**src/rtl/vga_timing_gen.sv**
```systemverilog
// Parametrised VGA timing and pixel-stream generator with pixel-rate divider and registered outputs.
// Define VGA_TIMING_PATTERN_EN to build in the frame-latched test-pattern generator.
module vga_timing_gen #(
    parameter int H_VISIBLE  = 640,
    parameter int H_FP       = 16,
    parameter int H_SYNC     = 96,
    parameter int H_BP       = 48,
    parameter int V_VISIBLE  = 480,
    parameter int V_FP       = 10,
    parameter int V_SYNC     = 2,
    parameter int V_BP       = 33,
    parameter int H_SYNC_POL = 0,
    parameter int V_SYNC_POL = 0,
    parameter int CLK_DIV    = 2,
    parameter int COLOR_W    = 6,
    parameter int CNT_W      = 11
) (
    input  logic               clk,
    input  logic               rst,
    input  logic               en,
    input  logic [1:0]         pattern_mode,
    input  logic [COLOR_W-1:0] pix_rgb_i,
    output logic               pix_req,
    output logic [CNT_W-1:0]   x,
    output logic [CNT_W-1:0]   y,
    output logic               hsync,
    output logic               vsync,
    output logic               de,
    output logic [COLOR_W-1:0] rgb,
    output logic               frame_start,
    output logic               line_start
);

    localparam int H_TOTAL = H_VISIBLE + H_FP + H_SYNC + H_BP;
    localparam int V_TOTAL = V_VISIBLE + V_FP + V_SYNC + V_BP;
    localparam int DIV_W   = (CLK_DIV > 1) ? $clog2(CLK_DIV) : 1;

    localparam logic [DIV_W-1:0] DIV_LAST = DIV_W'(CLK_DIV - 1);
    localparam logic [CNT_W-1:0] H_LAST   = CNT_W'(H_TOTAL - 1);
    localparam logic [CNT_W-1:0] V_LAST   = CNT_W'(V_TOTAL - 1);
    localparam logic [CNT_W-1:0] H_VIS_C  = CNT_W'(H_VISIBLE);
    localparam logic [CNT_W-1:0] V_VIS_C  = CNT_W'(V_VISIBLE);
    localparam logic [CNT_W-1:0] HS_START = CNT_W'(H_VISIBLE + H_FP);
    localparam logic [CNT_W-1:0] HS_END   = CNT_W'(H_VISIBLE + H_FP + H_SYNC);
    localparam logic [CNT_W-1:0] VS_START = CNT_W'(V_VISIBLE + V_FP);
    localparam logic [CNT_W-1:0] VS_END   = CNT_W'(V_VISIBLE + V_FP + V_SYNC);
    localparam logic             HS_ON    = (H_SYNC_POL != 0);
    localparam logic             VS_ON    = (V_SYNC_POL != 0);

    logic [DIV_W-1:0]   div;
    logic [CNT_W-1:0]   h;
    logic [CNT_W-1:0]   v;
    logic               pe;
    logic               visible;
    logic               origin;
    logic               hs_act;
    logic               vs_act;
    logic [COLOR_W-1:0] colour;

    assign pe      = en && (div == '0);
    assign visible = (h < H_VIS_C) && (v < V_VIS_C);
    assign origin  = (h == '0) && (v == '0);
    assign hs_act  = (h >= HS_START) && (h < HS_END);
    assign vs_act  = (v >= VS_START) && (v < VS_END);
    assign pix_req = pe && visible;
    assign x       = h;
    assign y       = v;

    // Pixel-rate divider: pe fires on the first clk after en rises, then every CLK_DIV clks
    always_ff @(posedge clk or posedge rst) begin
        if (rst) begin
            div <= '0;
        end else if (!en || div == DIV_LAST) begin
            div <= '0;
        end else begin
            div <= div + 1'b1;
        end
    end

    always_ff @(posedge clk or posedge rst) begin
        if (rst) begin
            h <= '0;
            v <= '0;
        end else if (!en) begin
            h <= '0;
            v <= '0;
        end else if (pe) begin
            if (h == H_LAST) begin
                h <= '0;
                v <= (v == V_LAST) ? '0 : v + 1'b1;
            end else begin
                h <= h + 1'b1;
            end
        end
    end

`ifdef VGA_TIMING_PATTERN_EN
    localparam int CH_W  = COLOR_W / 3;
    localparam int BAR_W = (H_VISIBLE >= 8) ? H_VISIBLE / 8 : 1;

    logic [1:0] mode_q;
    logic [1:0] mode_eff;

    function automatic logic [COLOR_W-1:0] pattern_pixel(
        input logic [1:0]         mode,
        input logic [CNT_W-1:0]   hc,
        input logic [5:0]         vl,
        input logic [COLOR_W-1:0] pix
    );
        logic [2:0] bar;
        bar           = 3'(hc / CNT_W'(BAR_W));
        pattern_pixel = '0;
        case (mode)
            2'd0: pattern_pixel = pix;
            2'd1: pattern_pixel = '1;
            2'd2: if (hc[5:0] == 6'd0 || vl == 6'd0)
                      pattern_pixel = {{CH_W{1'b0}}, {CH_W{1'b1}}, {CH_W{1'b0}}};
            default: pattern_pixel = {{CH_W{bar[2]}}, {CH_W{bar[1]}}, {CH_W{bar[0]}}};
        endcase
        return pattern_pixel;
    endfunction

    // A new mode is honoured from pixel (0,0) onward, so a whole frame always uses one mode
    assign mode_eff = (pe && origin) ? pattern_mode : mode_q;

    always_ff @(posedge clk or posedge rst) begin
        if (rst) begin
            mode_q <= 2'd0;
        end else if (pe && origin) begin
            mode_q <= pattern_mode;
        end
    end

    assign colour = pattern_pixel(mode_eff, h, v[5:0], pix_rgb_i);
`else
    logic unused_pattern_mode;
    assign unused_pattern_mode = ^pattern_mode;
    assign colour              = pix_rgb_i;
`endif

    // Output stage: everything below is one pixel behind h/v
    always_ff @(posedge clk or posedge rst) begin
        if (rst) begin
            de          <= 1'b0;
            rgb         <= '0;
            hsync       <= ~HS_ON;
            vsync       <= ~VS_ON;
            line_start  <= 1'b0;
            frame_start <= 1'b0;
        end else if (!en) begin
            de          <= 1'b0;
            rgb         <= '0;
            hsync       <= ~HS_ON;
            vsync       <= ~VS_ON;
            line_start  <= 1'b0;
            frame_start <= 1'b0;
        end else if (pe) begin
            de          <= visible;
            rgb         <= visible ? colour : '0;
            hsync       <= hs_act ? HS_ON : ~HS_ON;
            vsync       <= vs_act ? VS_ON : ~VS_ON;
            line_start  <= visible && !de;
            frame_start <= visible && !de && origin;
        end else begin
            line_start  <= 1'b0;
            frame_start <= 1'b0;
        end
    end

endmodule
```
**config.mk**
```make
export PLATFORM = sky130hd
export DESIGN_NAME = vga_timing_gen
export DESIGN_NICKNAME = d
export VERILOG_FILES = /design/src/rtl/vga_timing_gen.sv
export SDC_FILE = /design/constraint.sdc
export NUM_CORES = 1
export LEC_CHECK = 0
export ABC_CLOCK_PERIOD_IN_PS = 1800
export BUFFER_PORTS_ARGS = -buffer_cell sky130_fd_sc_hd__clkbuf_2
export CORE_ASPECT_RATIO = 1.2
export CORE_MARGIN = 2
export CORE_UTILIZATION = 31
export CTS_CLUSTER_SIZE = 28
export DETAILED_ROUTE_END_ITERATION = 16
export PLACE_DENSITY = 0.59
export SETUP_SLACK_MARGIN = 0.3
export SYNTH_ARGS = -nofsm -noshare
export SYNTH_HDL_FRONTEND = slang
export SYNTH_SLANG_ARGS = --single-unit
```
**constraint.sdc**
```tcl
create_clock -name clk -period 1.8 [get_ports clk]
set_clock_uncertainty 0.1 [all_clocks]
set_input_delay 0.18 -clock clk [delete_from_list [all_inputs] [get_ports clk]]
set_output_delay 0.18 -clock clk [all_outputs]
set_load 0.01 [all_outputs]
```
==> results of run 1 <==
-- metrics by stage --
step	cells	power, mW
CTS	349	1.56
global route	355	1.64
floorplan	180	0.908
finish	355	1.57
global placement	325	0.982
detailed placement	325	0.985
-- what timing repair did --
item,CTS,global route
cloned,1,1
setup buffers,12,5
setup endpoints to repair,31,32
pin swaps,6,19
hold endpoints to repair,34,0
hold buffers,3,0
gates resized for setup,18,50
-- sequential cells by signal, indices dropped and copies added, names as in the netlist --
register     count
de               1
div              1
frame_start      1
hsync            1
line_start       1
rgb              6
vsync            1
x               11
y               11
-- worst reg2reg max path, stage by stage, from the launching register on --
cell and delay [ns]:
dfrtp_2 0.44, inv_2 0.07, ha_1 0.13, or4b_4 0.46, nor4_2 0.14, nand4_1 0.16
nor3b_2 0.18
-- cell families (layout without fill, tap and decap cells) --
family	Yosys count	count (layout)	synth area share, %
xor+xnor	7	7	3.34
fa+ha+maj	4	4	2.73
flops	34	34	46.5
buf+inv	17	110	4.63
compound gates	43	43	17.8
simple gates	75	77	25.0
-- power by group through the flow --
stage	sequential, mW	combinational (mW)	clock (mW)
5_1_grt	0.809	0.238	0.594
2_1_floorplan	0.828	0.0801	0
3_3_place_gp	0.814	0.168	0
4_1_cts	0.802	0.192	0.571
3_5_place_dp	0.814	0.170	0
6_report	0.806	0.216	0.548
-- cell usage in the layout, fill, tap and decap left out, types with 3 or more instances in the layout --
master and count:
a22o_1 6, a22oi_2 3, and2_1 3, buf_4 38, buf_6 8, clkbuf_1 3, clkbuf_2 41, clkbuf_8 5
dfrtp_1 19, dfrtp_2 13, dlygate4sd3_1 3, inv_1 5, inv_2 5, nand2_1 13, nand3_1 5, nand3_2 4
nand4_1 6, nor2_1 9, nor2_2 3, nor3_1 3, o21ai_1 6, o311ai_4 4, o31ai_2 6, xnor2_1 5
-- layer usage --
layer | up-vias | global-route usage (%) | part of all wire, %
met3 | 4 | 3.76 | 4.1
met5 | - | 0 | 0
met2 | 56 | 31.6 | 53
li1 | 870 | - | -
met4 | 0 | 3.73 | 0.86
met1 | 903 | 22.9 | 42
-- layout make-up --
type	instances	area share [%]
Clock buffer	8	2.71
Inverter	10	1.27
Multi-Input combinational cell	131	41.4
Sequential cell	34	29.4
Tap cell	80	3.39
Timing Repair Buffer	92	21.8
-- worst max path at each step --
stage          slack, ns  cells after the start               endpoint             start
5_1_grt            -0.05                      6  frame_start$_DFF_PP0_  x[1]$_DFFE_PP0P_
4_1_cts             0.05                      6  frame_start$_DFF_PP0_  x[1]$_DFFE_PP0P_
6_report            0.06                      6  frame_start$_DFF_PP0_  x[1]$_DFFE_PP0P_
2_1_floorplan       0.11                      6  frame_start$_DFF_PP0_  x[1]$_DFFE_PP0P_
3_3_place_gp        0.09                      5       y[3]$_DFFE_PP0P_  x[1]$_DFFE_PP0P_
3_5_place_dp        0.05                      6  frame_start$_DFF_PP0_  x[1]$_DFFE_PP0P_
==> impl_metrics.json, run 1 <==
{
  "status": "finished clean",
  "drc": 0,
  "dp_hpwl_mm": 3.59,
  "multi_input_area_mm2": 0.00122,
  "p_sw_share_pct": 26.1,
  "numCtsBuffers": 5,
  "place.port_buffers": 42,
  "grt_pass1_vias": 1800,
  "power_frac_seq_pct": 51.4,
  "final_layout_size_suffix_gt1_share_pct": 59.3,
  "synth_common_cells": "32 x dfrtp_1, 13 x nand2_1, 12 x nor2_1",
  "die_w_um": 74.2,
  "clock_latency_ns": 0.29,
  "path_max_fanout": 3,
  "yosys_warnings": 0,
  "yosys.area.top_type_share_pct": 43.6,
  "first_pass_iters": 4,
  "clk_pin_slew_ns": 0.07,
  "synthesis.nets": 195,
  "cp_cell_sequence": "inv_2 > ha_1 > or4b_4 > nor4_2 > nand4_1 > nor3b_2",
  "worst_pin_slew_ns": 0.459,
  "grt_pass1_wl_mm": 8.99,
  "slew_headroom_pct": 69.4,
  "yosys_most_used_dff": "dfrtp_1",
  "dp_slack_ns": 0.0513,
  "synth_edf_count": 0,
  "min_path_cells": 2,
  "synth_cells": 180,
  "syn_area_per_cell_um2": 10.2,
  "ys_seq_area_share_pct": 46.5,
  "period_share_pct": 96.8,
  "power_leakage_nw": 1.25,
  "r2r_start": "x[1]$_DFFE_PP0P_",
  "fmax_mhz": 574,
  "syn_to_final_growth_pct": 61.0,
  "grt_remaining_overflow": 0,
  "ys_types": 52,
  "grt_max_degree": 35,
  "drtAntennaViolNets": 0,
  "fill_cells": 553,
  "p_sw_uw": 410,
  "pwr-share-comb_pct": 13.8,
  "clk_path_buf_depth": 2,
  "whs_ns": 0.0115,
  "startpoint_type": "register",
  "vias_per_cell": 5.16,
  "required_ns": 1.90,
  "rrSetupSlack_ns": 0.06,
  "powerDensity_mw_per_mm2": 531,
  "r2r_end": "frame_start$_DFF_PP0_",
  "cp.arrival_ns": 1.85,
  "path_buf_inv": 1,
  "pin_count": 45,
  "fin_util_pct": 51.8,
  "setup_viol": 0,
  "die_area_mm2": 0.00656,
  "antenna_found_initial": 0,
  "netlist_top_cells_area": "dfrtp_1 44%, dfstp_2 2.9%, o31ai_1 2.9%",
  "fin_crit_ns": 1.74,
  "cts.sinks": 34,
  "die_h_um": 88.3,
  "clockRootBuffer": "clkbuf_8",
  "num_rows": 30,
  "fin_nets": 289,
  "seq_area_um2": 870,
  "place_congestion": 0.865,
  "track_usage_pct": 18.0,
  "syn_area_mm2": 0.00184,
  "rsz0062_at_grt": "true",
  "cap_viol_max_count": 0,
  "dpl_cell_area_mm2": 0.00237,
  "synth_top_cell_by_area": "dfrtp_1",
  "holdCritPathClass": "in -> reg",
  "crit_path_max_incr_delay_ns": 0.46,
  "clkPwrFrac_pct": 34.9,
  "power.internal_mw": 1.16,
  "ctsHtreeMaxLevel": 2,
  "min_from": "pix_rgb_i[4]",
  "coreArea_mm2": 0.00571,
  "holdPathEnd": "rgb[4]$_DFFE_PP0P_",
  "design_area_mm2": 0.00296,
  "cts_tree": "built",
  "hold_violations": 0,
  "path_delay_family": "simple AND/OR/NAND/NOR gates",
  "vias": 1833,
  "synthArstFlopShare_pct": 100,
  "initial_utilization_pct": 32.2,
  "setup_slack_ns": 0.0580,
  "crit_path_end_kind": "register",
  "routed_wl_mm": 5.94,
  "vdd_drop_max_uv": 410,
  "slowest_stage": "or4b_4",
  "synth-seq-cells": 34,
  "drt_iter0_markers": 104,
  "n_antenna_cell": 0,
  "post-synth-top-count-cell": "dfrtp_1",
  "fin_setup_tns_ns": 0,
  "wl_per_cell_um": 16.7,
  "reg2reg_depth": 6,
  "critPathKind": "reg -> reg",
  "maxSlewViolCount": 0
}
Note: power is estimated with default switching activity, not from simulation.
==> run 2, diff against run 1 <==
--- a/config.mk
+++ b/config.mk
@@ -13,6 +13,7 @@
 export CTS_CLUSTER_SIZE = 28
 export DETAILED_ROUTE_END_ITERATION = 16
 export PLACE_DENSITY = 0.59
+export RECOVER_POWER = 50
 export SETUP_SLACK_MARGIN = 0.3
 export SYNTH_ARGS = -nofsm -noshare
 export SYNTH_HDL_FRONTEND = slang
==> run 2 against run 1 <==
Against the previous run:
- cell area is 0.59% lower
- combinational power is 2% lower
- via count unchanged
- non-clock buffer count unchanged
- count of clock-buffer cells in the layout is the same
- critical path type unchanged
==> impl_metrics.json, run 2 (synthesis results as in run 1) <==
{
  "status": "finished clean",
  "rsz0062_at_grt": "true",
  "powerDensity_mw_per_mm2": 533,
  "dpl.cell_count": 325,
  "grt_pass1_vias": 1800,
  "maxSlewViolCount": 0,
  "wl_met3_um": 267,
  "stdcell_count": 355,
  "whs_ns": 0.00911,
  "clk_path_buf_depth": 2,
  "fill_cells": 559,
  "track_usage_pct": 18.0,
  "die_h_um": 88.3,
  "pin_count": 45,
  "power_leakage_nw": 1.22,
  "place_congestion": 0.865,
  "routedLengthMet1_mm": 2.50,
  "grt_max_degree": 35,
  "ctsHtreeMaxLevel": 2,
  "drc": 0,
  "p_sw_uw": 411,
  "pwr-share-comb_pct": 13.5,
  "seq_area_um2": 867,
  "clkPwrFrac_pct": 35.1,
  "dp_slack_ns": 0.0513,
  "fmax_mhz": 567,
  "cp.arrival_ns": 1.87,
  "coreArea_mm2": 0.00571,
  "vias": 1833,
  "drt_iter0_markers": 97,
  "drtAntennaViolNets": 0,
  "fin_util_pct": 51.5,
  "clk_pin_slew_ns": 0.07,
  "routed.top_layer": "met4",
  "cts_tree": "built",
  "numCtsBuffers": 5,
  "cap_viol_max_count": 0,
  "p_total_mw": 1.57,
  "final_layout_size_suffix_gt1_share_pct": 54.2,
  "place.port_buffers": 42,
  "die_area_mm2": 0.00656,
  "power.internal_mw": 1.16,
  "dp_hpwl_mm": 3.59,
  "vdd_drop_max_uv": 412,
  "path_max_fanout": 3,
  "period_share_pct": 98.0,
  "setup_viol": 0,
  "grt_pass1_wl_mm": 8.99,
  "fin_crit_ns": 1.76,
  "syn_to_final_growth_pct": 60.1,
  "first_pass_iters": 4,
  "cts.sinks": 34,
  "required_ns": 1.91,
  "wl_met2_mm": 3.11,
  "p_sw_share_pct": 26.3,
  "worst_pin_slew_ns": 0.883,
  "die_w_um": 74.2,
  "num_rows": 30,
  "fin_nets": 289,
  "vias_per_cell": 5.16,
  "n_antenna_cell": 0,
  "routed_wl_mm": 5.94,
  "final_cell_mix": "37 x buf_4, 32 x clkbuf_2, 21 x dfrtp_1",
  "startpoint_type": "register",
  "wl_per_cell_um": 16.7,
  "multi_input_area_mm2": 0.00122,
  "holdCritPathClass": "in -> reg",
  "power_frac_seq_pct": 51.4,
  "grt_remaining_overflow": 0,
  "critPathKind": "reg -> reg",
  "antenna_found_initial": 0,
  "clock_latency_ns": 0.29,
  "setup_slack_ns": 0.0359,
  "crit_path_end_kind": "register",
  "clockRootBuffer": "clkbuf_8",
  "slew_headroom_pct": 41.1,
  "hold_violations": 0,
  "initial_utilization_pct": 32.2,
  "layout_commonest_cell": "buf_4"
}
## run 2: cell types whose count changed in the layout (fill, tap and decap cells not counted)
cell      previous run  this run
clkbuf_2            41        32
dfrtp_1             19        21
dfrtp_2             13        11
dfstp_2              2         0
buf_4               38        37
dfstp_1              0         2
clkbuf_1             3        13
## run 2: final timing paths
check / startpoint / end / slack (ns) / cells after the start
max: x[1]$_DFFE_PP0P_ / frame_start$_DFF_PP0_ / 0.04 / 6
min: pix_rgb_i[4] / rgb[4]$_DFFE_PP0P_ / 0.009 / 2
max reg2reg: x[1]$_DFFE_PP0P_ / frame_start$_DFF_PP0_ / 0.04 / 6
min reg2reg: rgb[4]$_DFFE_PP0P_ / rgb[4]$_DFFE_PP0P_ / 0.40 / 1
max in group asynchronous: rst / x[3]$_DFFE_PP0P_ / 0.40 / 4
min in group asynchronous: rst / y[4]$_DFFE_PP0P_ / 0.58 / 4
## run 2: critical path, cell delays in order, from the launching register on
cell and delay [ns]:
dfrtp_2 0.44, inv_2 0.07, ha_1 0.13, or4b_4 0.46, nor4_2 0.15, nand4_1 0.16, nor3b_2 0.18
## run 2: timing repair
item,CTS,global route
pin swaps,6,19
hold endpoints to repair,34,0
setup endpoints to repair,31,32
hold buffers,3,0
resized for setup,18,50
gates cloned,1,1
buffers inserted,12,5
## run 2: area by class of cell
class | count | area share [%]
Inverter | 10 | 1.28
Multi-Input combinational cell | 131 | 41.6
Timing Repair Buffer | 92 | 21.5
Clock buffer | 8 | 2.73
Tap cell | 80 | 3.41
Sequential cell | 34 | 29.5
## run 2: through the flow
step / area (um^2) / setup TNS, ns
after floorplan: 1890 / 0
after global placement: 2370 / 0
after detailed placement: 2370 / 0
after CTS: 2650 / 0
after global routing: 2940 / -0.0731
final: 2940 / 0
## run 2: layer usage
metal | track usage, % | vias up
li1 | - | 870
met1 | 22.9 | 904
met2 | 31.6 | 52
met3 | 3.76 | 7
met4 | 3.73 | 0
met5 | 0 | -
## run 2: power by group through the flow
stage	Sequential (mW)	Clock, mW	Combinational [mW]
detailed placement	0.814	0	0.170
global placement	0.814	0	0.168
floorplan	0.828	0	0.0801
finish	0.806	0.549	0.212
CTS	0.802	0.571	0.192
global route	0.809	0.593	0.234
==> run 3, diff against run 2 <==
--- a/config.mk
+++ b/config.mk
@@ -5,14 +5,14 @@
 export SDC_FILE = /design/constraint.sdc
 export NUM_CORES = 1
 export LEC_CHECK = 0
-export ABC_CLOCK_PERIOD_IN_PS = 1800
-export BUFFER_PORTS_ARGS = -buffer_cell sky130_fd_sc_hd__clkbuf_2
+export ABC_CLOCK_PERIOD_IN_PS = 2000
 export CORE_ASPECT_RATIO = 1.2
 export CORE_MARGIN = 2
 export CORE_UTILIZATION = 31
 export CTS_CLUSTER_SIZE = 28
 export DETAILED_ROUTE_END_ITERATION = 16
-export PLACE_DENSITY = 0.59
+export DONT_BUFFER_PORTS = 1
+export PLACE_DENSITY = 0.51
 export RECOVER_POWER = 50
 export SETUP_SLACK_MARGIN = 0.3
 export SYNTH_ARGS = -nofsm -noshare
==> constraint.sdc (replaced) <==
create_clock -name clk -period 2 [get_ports clk]
set_clock_uncertainty 0.1 [all_clocks]
set_input_delay 0.2 -clock clk [delete_from_list [all_inputs] [get_ports clk]]
set_output_delay 0.2 -clock clk [all_outputs]
set_load 0.01 [all_outputs]
==> run 3 against run 2 <==
Against the previous run:
- highest routed layer unchanged
- cell area decreased by 7.6%
- largest cell class unchanged
- register-to-register slack improved by 0.10 ns
- die area unchanged
- sequential power decreased by 9.6%
==> impl_metrics.json, run 3 (synthesis results as in run 1) <==
{
  "grt_pass1_wl_mm": 9.47,
  "crit_path_max_incr_delay_ns": 0.59,
  "num_rows": 30,
  "layout_commonest_cell": "dfrtp_1",
  "grt_remaining_overflow": 0,
  "maxSlewViolCount": 0,
  "track_usage_pct": 19.4,
  "power_leakage_nw": 1.08,
  "routed_wl_mm": 6.01,
  "cp_cell_sequence": "nand3_2 > or4_4 > or3_4 > a21oi_2",
  "rsz0062_at_grt": "true",
  "status": "finished clean",
  "dp_hpwl_mm": 3.52,
  "stdcell_count": 308,
  "fin_setup_tns_ns": 0,
  "die_w_um": 74.2,
  "drt_iter0_markers": 146,
  "fin_crit_ns": 1.86,
  "drc": 0,
  "clk_pin_slew_ns": 0.07,
  "final_cell_mix": "30 x dfrtp_1, 26 x buf_4, 12 x nand2_1",
  "crit_path_end_kind": "register",
  "r2r_start": "x[7]$_DFFE_PP0P_",
  "setup_viol": 0,
  "whs_ns": 0.0373,
  "rrSetupSlack_ns": 0.14,
  "place.port_buffers": 0,
  "worst_pin_slew_ns": 0.869,
  "wl_per_cell_um": 19.5,
  "numCtsBuffers": 5,
  "min_path_cells": 2,
  "fin_nets": 242,
  "n_antenna_cell": 0,
  "critPathKind": "reg -> reg",
  "clockRootBuffer": "clkbuf_8",
  "dpl.cell_count": 273,
  "antenna_found_initial": 0,
  "slew_headroom_pct": 42.1,
  "holdPathEnd": "x[2]$_DFFE_PP0P_",
  "final_layout_size_suffix_gt1_share_pct": 42.1,
  "cts.sinks": 34,
  "pin_count": 45,
  "die_h_um": 88.3,
  "grt_max_degree": 35,
  "cap_viol_max_count": 0,
  "slowest_stage": "dfrtp_1",
  "coreArea_mm2": 0.00571,
  "die_area_mm2": 0.00656,
  "fill_cells": 525,
  "holdCritPathClass": "in -> reg",
  "syn_to_final_growth_pct": 47.9,
  "vias": 1762,
  "drtAntennaViolNets": 0,
  "hold_violations": 0,
  "required_ns": 2.13,
  "fmax_mhz": 537,
  "period_share_pct": 93.2,
  "reg2reg_depth": 4,
  "min_from": "en",
  "cts_tree": "built",
  "first_pass_iters": 4,
  "startpoint_type": "register",
  "cp.arrival_ns": 1.99,
  "clock_latency_ns": 0.29,
  "powerDensity_mw_per_mm2": 556,
  "grt_pass1_vias": 1786,
  "vdd_drop_max_uv": 207,
  "path_max_fanout": 8,
  "vias_per_cell": 5.72,
  "place_congestion": 0.873,
  "clk_path_buf_depth": 2,
  "ctsHtreeMaxLevel": 2,
  "initial_utilization_pct": 32.2,
  "r2r_end": "x[9]$_DFFE_PP0P_"
}
run 3: where the power goes:
part	internal, mW	switching [mW]	total [mW]
sequential	0.707	0.0219	0.729
combinational	0.0696	0.0974	0.167
clock	0.348	0.266	0.614
total	1.12	0.385	1.51
run 3: worst max path at each step:
| stage | startpoint | end | slack [ns] | cells past startpoint |
|---|---|---|---|---|
| 2_1_floorplan | x[6]$_DFFE_PP0P_ | x[9]$_DFFE_PP0P_ | 0.30 | 4 |
| 3_3_place_gp | x[7]$_DFFE_PP0P_ | y[9]$_DFFE_PP0P_ | 0.11 | 3 |
| 3_5_place_dp | x[7]$_DFFE_PP0P_ | y[9]$_DFFE_PP0P_ | 0.07 | 3 |
| 4_1_cts | y[7]$_DFFE_PP0P_ | pix_req | 0.20 | 3 |
| 5_1_grt | x[7]$_DFFE_PP0P_ | x[9]$_DFFE_PP0P_ | 0.06 | 4 |
| 6_report | x[7]$_DFFE_PP0P_ | x[9]$_DFFE_PP0P_ | 0.14 | 4 |
run 3: what timing repair did:
action	in CTS	in global routing
hold buffers	8	0
buffers inserted	13	3
pin swaps	14	20
gates resized for setup	29	29
cloned	3	0
endpoints found under the hold margin	49	0
setup endpoints to repair	29	21
run 3: per-stage QoR:
stage          area [um^2]  util, %  setup slack (ns)  power, mW
4_1_cts               2540     44.5             0.196       1.50
2_1_floorplan         1860        -             0.302      0.816
3_5_place_dp          2050     35.9            0.0699      0.849
3_3_place_gp          2050     35.9             0.106      0.845
6_report              2710     47.6             0.136       1.51
5_1_grt               2710     47.6            0.0635       1.57
run 3: worst max-delay path: cells and delay by family, from the launching register on:
family,cells,cell delay [ns]
and+or+nand+nor,3,0.99
AOI/OAI and AO/OA,1,0.11
DFF,1,0.59
run 3: layout make-up:
class	instances	area (um^2)	share of cell area (%)
clock buffers	8	110	4.06
inverters	10	37.5	1.38
multi-input cells	132	1220	45.0
flip-flops and latches	34	856	31.5
well taps	80	100	3.69
repair buffers	44	390	14.4
run 3: metal layers:
metal  GRT usage (%)  up-vias  part of all wire (%)
met1            22.6      893                    39
met5               0        -                     0
met3            6.49       12                   6.6
met4            8.44        0                   1.9
met2            32.5       69                    52
li1                -      788                     -
